<file path="src/rtl/nonce_sweep_controller.sv">
// rtl/nonce_sweep_controller.sv - sequences the hashing core across an inclusive nonce range with a watchdog
module nonce_sweep_controller #(
    parameter int NONCE_W = 32,
    parameter int TIMEOUT = 16,
    parameter int TMR_W   = 5
) (
    input  logic               clock,
    input  logic               reset,
    input  logic               start,
    input  logic               stop,
    input  logic [NONCE_W-1:0] nonce_start,
    input  logic [NONCE_W-1:0] nonce_end,
    output logic               core_start,
    output logic [NONCE_W-1:0] core_nonce,
    input  logic               core_done,
    input  logic               core_hit,
    output logic               busy,
    output logic               found,
    output logic [NONCE_W-1:0] found_nonce,
    output logic               exhausted,
    output logic               timeout_err,
    output logic [NONCE_W:0]   attempts
);

    typedef enum logic [2:0] {
        S_IDLE,
        S_ISSUE,
        S_WAIT,
        S_FOUND,
        S_EXHAUSTED,
        S_ERROR
    } state_t;

    localparam logic [TMR_W-1:0] TMR_LAST = TMR_W'(TIMEOUT - 1);

    state_t             r_state, w_state_nxt;
    logic [NONCE_W-1:0] r_cur, w_cur_nxt;
    logic [NONCE_W-1:0] r_end, w_end_nxt;
    logic [TMR_W-1:0]   r_timer, w_timer_nxt;
    logic               r_found, w_found_nxt;
    logic [NONCE_W-1:0] r_found_nonce, w_found_nonce_nxt;
    logic               r_exhausted, w_exhausted_nxt;
    logic               r_timeout, w_timeout_nxt;
    logic [NONCE_W:0]   r_attempts, w_attempts_nxt;

    always_ff @(posedge clock) begin
        if (reset) begin
            r_state       <= S_IDLE;
            r_cur         <= '0;
            r_end         <= '0;
            r_timer       <= '0;
            r_found       <= 1'b0;
            r_found_nonce <= '0;
            r_exhausted   <= 1'b0;
            r_timeout     <= 1'b0;
            r_attempts    <= '0;
        end else begin
            r_state       <= w_state_nxt;
            r_cur         <= w_cur_nxt;
            r_end         <= w_end_nxt;
            r_timer       <= w_timer_nxt;
            r_found       <= w_found_nxt;
            r_found_nonce <= w_found_nonce_nxt;
            r_exhausted   <= w_exhausted_nxt;
            r_timeout     <= w_timeout_nxt;
            r_attempts    <= w_attempts_nxt;
        end
    end

    always_comb begin
        w_state_nxt       = r_state;
        w_cur_nxt         = r_cur;
        w_end_nxt         = r_end;
        w_timer_nxt       = r_timer;
        w_found_nxt       = r_found;
        w_found_nonce_nxt = r_found_nonce;
        w_exhausted_nxt   = r_exhausted;
        w_timeout_nxt     = r_timeout;
        w_attempts_nxt    = r_attempts;
        case (r_state)
            S_ISSUE: begin
                if (stop) begin
                    w_state_nxt = S_IDLE;
                end else begin
                    w_state_nxt = S_WAIT;
                    w_timer_nxt = '0;
                end
            end
            S_WAIT: begin
                // A hit outranks a concurrent stop; a plain miss does not.
                if (core_done && core_hit) begin
                    w_state_nxt       = S_FOUND;
                    w_found_nxt       = 1'b1;
                    w_found_nonce_nxt = r_cur;
                    w_attempts_nxt    = r_attempts + 1'b1;
                end else if (stop) begin
                    w_state_nxt = S_IDLE;
                end else if (core_done) begin
                    w_attempts_nxt = r_attempts + 1'b1;
                    if (r_cur == r_end) begin
                        w_state_nxt     = S_EXHAUSTED;
                        w_exhausted_nxt = 1'b1;
                    end else begin
                        w_state_nxt = S_ISSUE;
                        w_cur_nxt   = r_cur + 1'b1;
                    end
                end else if (r_timer == TMR_LAST) begin
                    w_state_nxt   = S_ERROR;
                    w_timeout_nxt = 1'b1;
                end else begin
                    w_timer_nxt = r_timer + 1'b1;
                end
            end
            default: begin
                if (start) begin
                    w_found_nxt     = 1'b0;
                    w_exhausted_nxt = 1'b0;
                    w_timeout_nxt   = 1'b0;
                    w_attempts_nxt  = '0;
                    w_cur_nxt       = nonce_start;
                    w_end_nxt       = nonce_end;
                    if (nonce_start > nonce_end) begin
                        w_state_nxt     = S_EXHAUSTED;
                        w_exhausted_nxt = 1'b1;
                    end else begin
                        w_state_nxt = S_ISSUE;
                    end
                end
            end
        endcase
    end

    assign core_start  = (r_state == S_ISSUE);
    assign busy        = (r_state == S_ISSUE) || (r_state == S_WAIT);
    assign core_nonce  = r_cur;
    assign found       = r_found;
    assign found_nonce = r_found_nonce;
    assign exhausted   = r_exhausted;
    assign timeout_err = r_timeout;
    assign attempts    = r_attempts;

endmodule

</file>
<file path="config.mk">
export PLATFORM = sky130hd
export DESIGN_NAME = nonce_sweep_controller
export DESIGN_NICKNAME = d
export VERILOG_FILES = /design/src/rtl/nonce_sweep_controller.sv
export SDC_FILE = /design/constraint.sdc
export NUM_CORES = 1
export LEC_CHECK = 0
export BUFFER_PORTS_ARGS = -buffer_cell sky130_fd_sc_hd__buf_2
export CAP_MARGIN = 20
export CORE_ASPECT_RATIO = 1.75
export CORE_MARGIN = 1.5
export CORE_UTILIZATION = 50
export CTS_CLUSTER_SIZE = 40
export DETAILED_ROUTE_END_ITERATION = 10
export PLACE_DENSITY = 0.78
export SKIP_LAST_GASP = 1
export SYNTH_ARGS = -nofsm -noshare
export SYNTH_HDL_FRONTEND = slang
export SYNTH_SLANG_ARGS = --single-unit
export TNS_END_PERCENT = 1
</file>
<file path="constraint.sdc">
create_clock -name clock -period 2.38 [get_ports clock]
set_input_delay 0.357 -clock clock [delete_from_list [all_inputs] [get_ports clock]]
set_output_delay 0.357 -clock clock [all_outputs]
set_load 0.02 [all_outputs]
</file>
======== Word-level counts from Yosys, hierarchy flattened ========
Cells that the tools add are included.
word-level totals
  bits in registers ....................... 140
  input port bits ......................... 70
  output and inout bits ................... 102
  logic and storage cells ................. 88
cells by class
  add/subtract/negate cells ............... 3
  $lt $le $gt $ge ......................... 1
  eq/ne operators ......................... 17
  mux-type cells .......................... 41
  bitwise operators ....................... 2
  reduce and logical (&&, ||, !) cells .... 15
operators by type and width
  operator                 count
  $mux W32                 5
  $mux W33                 4
  $pmux W33 S2             1
  $pmux W32 S2             1
  $add A33 B1 Y33 const B  1
  $add A32 B1 Y32 const B  1
  $eq A32 B32 Y1           1
  $gt A32 B32 Y1           1
  $mux W5                  5
  $reduce_and A6 Y1        4
  $mux W3                  7
  $ne A2 B2 Y1 const B     10
  $mux W1                  12
  $pmux W5 S2              1
  $ne A3 B3 Y1 const B     2
  $pmux W1 S2              3
  $pmux W3 S2              1
  $reduce_and A2 Y1        3
  $add A5 B1 Y5 const B    1
  $eq A5 B4 Y1 const B     1
  $ne A5 B5 Y1 const B     1
  $reduce_and A4 Y1        1
  $reduce_bool A2 Y1       2
  $eq A3 B1 Y1 const B     1
  8 further kinds          9

======== Depth between registers and ports, before layout ========
  word-level depth ........................ 6
  gate-level depth with buffers ........... 9
  mapped depth without buffers ............ 9

======== Worst setup path before layout ========
No wires, ideal clock.
  path kind ............................... reg2reg
  start ................................... register r_cur[0] (netlist: core_nonce[0])
  end ..................................... register r_cur[30] (netlist: core_nonce[30])
  setup time .............................. 0.086 ns
  arrival time ............................ 2.276 ns
  data required time ...................... 2.294 ns
  path slack .............................. 0.019 ns
  cell stages (with the launch flop) ...... 9
  path buffers ............................ 1
  clock period less this slack ............ 2.361 ns
  path through ............................ dfxtp_1 -> ha_1 -> and4_1 -> nand3_1 -> or4_1 -> clkbuf_1 -> o21ai_0 -> a31oi_1 -> a211oi_1
between the ends
  word-level cells in the longest chain between the ends .. 6
  elaborated cells between the ends (all ways) .. 9
  classes of those cells .................. add/sub: 1; eq/ne: 2; mux: 5; reduce/logical: 1
ends and longest elaborated chain
  item                      RTL line  text
  start: declaration        37        logic [NONCE_W-1:0] r_cur, w_cur_nxt;
  start signal: assignment  59        r_cur <= w_cur_nxt;
  $add A32 B1 Y32           105       w_cur_nxt = r_cur + 1'b1;
  $mux W32                  100       if (r_cur == r_end) begin
  $mux W32                  98        end else if (core_done) begin
  $mux W32                  96        end else if (stop) begin
  $mux W32                  91        if (core_done && core_hit) begin
  $pmux W32 S2              80        case (r_state)
Parallel ways exist; a longest one is shown, timed or not. The select of a mux whose other input is x is not followed.
A chain may end at the register's enable or synchronous reset.

======== Worst setup path in the final report ========
  start ................................... register r_cur[7] (netlist: core_nonce[7])
  end ..................................... register r_cur[29] (netlist: core_nonce[29])
The elaborated chain is that of the path after synthesis.

==> results.sh <==
export IMPL_synth_async_sr_flop_share=0
export IMPL_avgSynthCellArea_um2=7.707
export IMPL_ys_seq_elements=140
export IMPL_netlist_area_um2=7622
export IMPL_gp_congestion=0.9688
export IMPL_slew_viol_final=0
export IMPL_crit_type="flip-flop to flip-flop"
export IMPL_drcViolationCount=0
export IMPL_multi_input_area_um2=4431
export IMPL_critPathCaptureType="flip-flop"
export IMPL_busiest_layer="met2"
export IMPL_clk_latency_ns=0.42
export IMPL_hold_class="input pin to flip-flop"
export IMPL_finalPower_uw=7518
export IMPL_h_tree_depth=4
export IMPL_first_pass_iters=5
export IMPL_p_leak_uw=0.004575
export IMPL_dp_hpwl_um=18860
export IMPL_cts_tree="built"
export IMPL_syn_nets=1095
export IMPL_max_cap_violations=0
export IMPL_arrival_ns=2.65
export IMPL_initial_core_util=0.5112
export IMPL_cts_hold_buf=0
export IMPL_syn2layout_area_growth_pct=33.83
export IMPL_powerDensity_nw_per_um2=737.0
export IMPL_cp_start_kind="flip-flop"
export IMPL_numCtsBuffers=17
export IMPL_netlist_instances=989
export IMPL_rsz0062_at_grt="true"
export IMPL_diodes=0
export IMPL_hold_violations=0
export IMPL_clk_pin_slew_ns=0.06
export IMPL_max_clock_freq_mhz=428.9
export IMPL_grt_pass1_wl_um=39860
export IMPL_grt_max_degree=105
export IMPL_die_area_um2=16020
export IMPL_drt_iter0_drc=755
export IMPL_io_pins=172
export IMPL_grt_usage=0.3211
export IMPL_setup_violations=0
export IMPL_fill_cells=1255
export IMPL_use_met1=0.3509
export IMPL_cts_sink_count=140
export IMPL_fin_area_um2=10200
export IMPL_worst_pin_slew_ns=0.5543
export IMPL_nNetsFinal=1357
export IMPL_root_buffer="clkbuf_16"
export IMPL_antenna_found_initial=0
export IMPL_routed_via_density=5.895
export IMPL_timing_final_crit_share=0.9798
export IMPL_ff_latch_area_um2=2811
export IMPL_synth_edf_count=0
export IMPL_core_area_um2=14910
export IMPL_fin_cells=1446
export IMPL_drive_gt1_frac=0.2882
export IMPL_period_minus_slack_ns=2.332
export IMPL_required_ns=2.70
export IMPL_dp_cells=1414
export IMPL_relSlewSlack=0.6266
export IMPL_met2_usage=0.5429
export IMPL_die_w_um=96.34
export IMPL_chipHeight_um=166.3
export IMPL_rows=59
export IMPL_grt_met3_usage=0.07921
export IMPL_wl_per_cell_um=17.74
export IMPL_crit_fanout=4
export IMPL_synth_ff_type="dfxtp_1"
export IMPL_routed_wl_um=25660
export IMPL_outcome="finished, final reports clean"
export IMPL_ys_seq_area_frac=0.3677
export IMPL_finalSetupTns_ns=0
export IMPL_cts_buffer_depth=2
export IMPL_ant_nets=0
export IMPL_ys_types=56
export IMPL_grt_pass1_vias=8067
export IMPL_ys_warn_count=0
export IMPL_vias=8524
export IMPL_postPlaceCellArea_um2=9518
export IMPL_grt_overflow=0
export IMPL_portBuffers=171
export IMPL_whs_ns=0.1883
export IMPL_peakVddDrop_mv=0.4214
export IMPL_skew_ns=0.007843
-- cells by family after synthesis --
group           count (synthesis)  share of synthesized area
xor+xnor                       51                    0.05860
buf+inv                       108                    0.05680
flops                         140                     0.3677
simple gates                  400                     0.2580
compound gates                254                     0.1998
fa+ha+maj                      36                    0.05909
-- metrics by stage --
step | setup slack, ns | utilization
2_1_floorplan | 0.01877 | -
3_3_place_gp | -0.1656 | 0.6364
3_5_place_dp | -0.2238 | 0.6383
4_1_cts | 0.003741 | 0.6810
5_1_grt | -0.03771 | 0.6841
6_report | 0.04818 | 0.6841
-- worst max-delay path, cell delays in order, from the launching register on --
cell and delay (ns):
dfxtp_1 0.42, nand4_1 0.15, or4_4 0.54, nor4_4 0.41
buf_4 0.19, buf_4 0.11, a21o_1 0.10, a31oi_1 0.08
a211oi_1 0.25
-- path summary, 6_finish.rpt --
| kind | slack (ns) | cells after the start | end | from |
|---|---|---|---|---|
| setup / recovery | 0.05 | 8 | core_nonce[29] | core_nonce[7] |
| hold / removal | 0.19 | 3 | r_end[16] | nonce_end[16] |
| hold reg to reg | 0.45 | 2 | found_nonce[14] | found_nonce[14] |
| setup reg to reg | 0.05 | 8 | core_nonce[29] | core_nonce[7] |
-- sequential cells by signal (all words and copies together) (netlist names) --
register	count
r_end	32
found_nonce	32
r_timer	5
core_nonce	32
r_state	3
attempts	33
exhausted	1
timeout_err	1
found	1
-- metal layers --
| metal | part of all wire | vias to the layer above |
|---|---|---|
| met3 | 0.076 | 109 |
| met4 | 0.063 | 0 |
| met2 | 0.50 | 437 |
| met5 | 0 | - |
| met1 | 0.36 | 3934 |
| li1 | - | 4044 |
-- placed cells by master (no fill, tap or decap), types with 8 or more instances in the layout --
cell	synthesis	final
buf_4	1	132
ha_1	36	36
clkbuf_16	0	17
a211oi_1	16	16
xor2_1	39	38
a21oi_1	116	116
or4_1	10	10
or3_1	21	21
o22ai_1	10	10
and3_1	14	14
dfxtp_1	140	133
nand3_1	32	30
nand4_1	26	26
a31oi_1	23	23
xnor2_1	12	12
inv_1	45	45
nor4_1	18	17
nand2_1	181	181
o31ai_1	8	8
buf_2	19	170
o21ai_0	38	38
nor3_1	8	8
nor2_1	53	51
and4_1	11	11
-- cells in the mapped netlist, types with 7 or more instances --
cell	instances	share of area
o21ai_0	38	0.025
nor3_1	8	0.0053
clkbuf_1	42	0.021
o211ai_1	7	0.0069
and4_1	11	0.013
xor2_1	39	0.045
ha_1	36	0.059
buf_2	19	0.012
inv_1	45	0.022
a21oi_1	116	0.076
or3_1	21	0.017
and3_1	14	0.011
o22ai_1	10	0.0082
xnor2_1	12	0.014
nor2_1	53	0.026
or4_1	10	0.0098
a31oi_1	23	0.019
a211oi_1	16	0.016
dfxtp_1	140	0.37
o31ai_1	8	0.0079
nand3_1	32	0.021
nand4_1	26	0.021
nand2_1	181	0.089
nor4_1	18	0.015
-- what timing repair did --
item	4_1_cts	5_1_grt
setup buffers	0	1
gates resized for setup	1	13
pin swaps	0	1
setup endpoints to repair	24	43
gates cloned	0	0
-- where the power goes --
| part | internal, uW | switching, uW | leakage (uW) |
|---|---|---|---|
| sequential | 2520 | 177 | 0.00114 |
| clock | 1830 | 1030 | 0.000312 |
| combinational | 787 | 1170 | 0.00312 |
| total | 5140 | 2380 | 0.00458 |
-- area by class of cell --
type,instances,area share
inverters,45,0.01656
clock inverters,11,0.01619
repair buffers,306,0.1891
well taps,183,0.02245
multi-input cells,741,0.4343
flip-flops and latches,140,0.2756
clock buffers,20,0.04575
No activity file was read; power rests on OpenSTA's default activity.
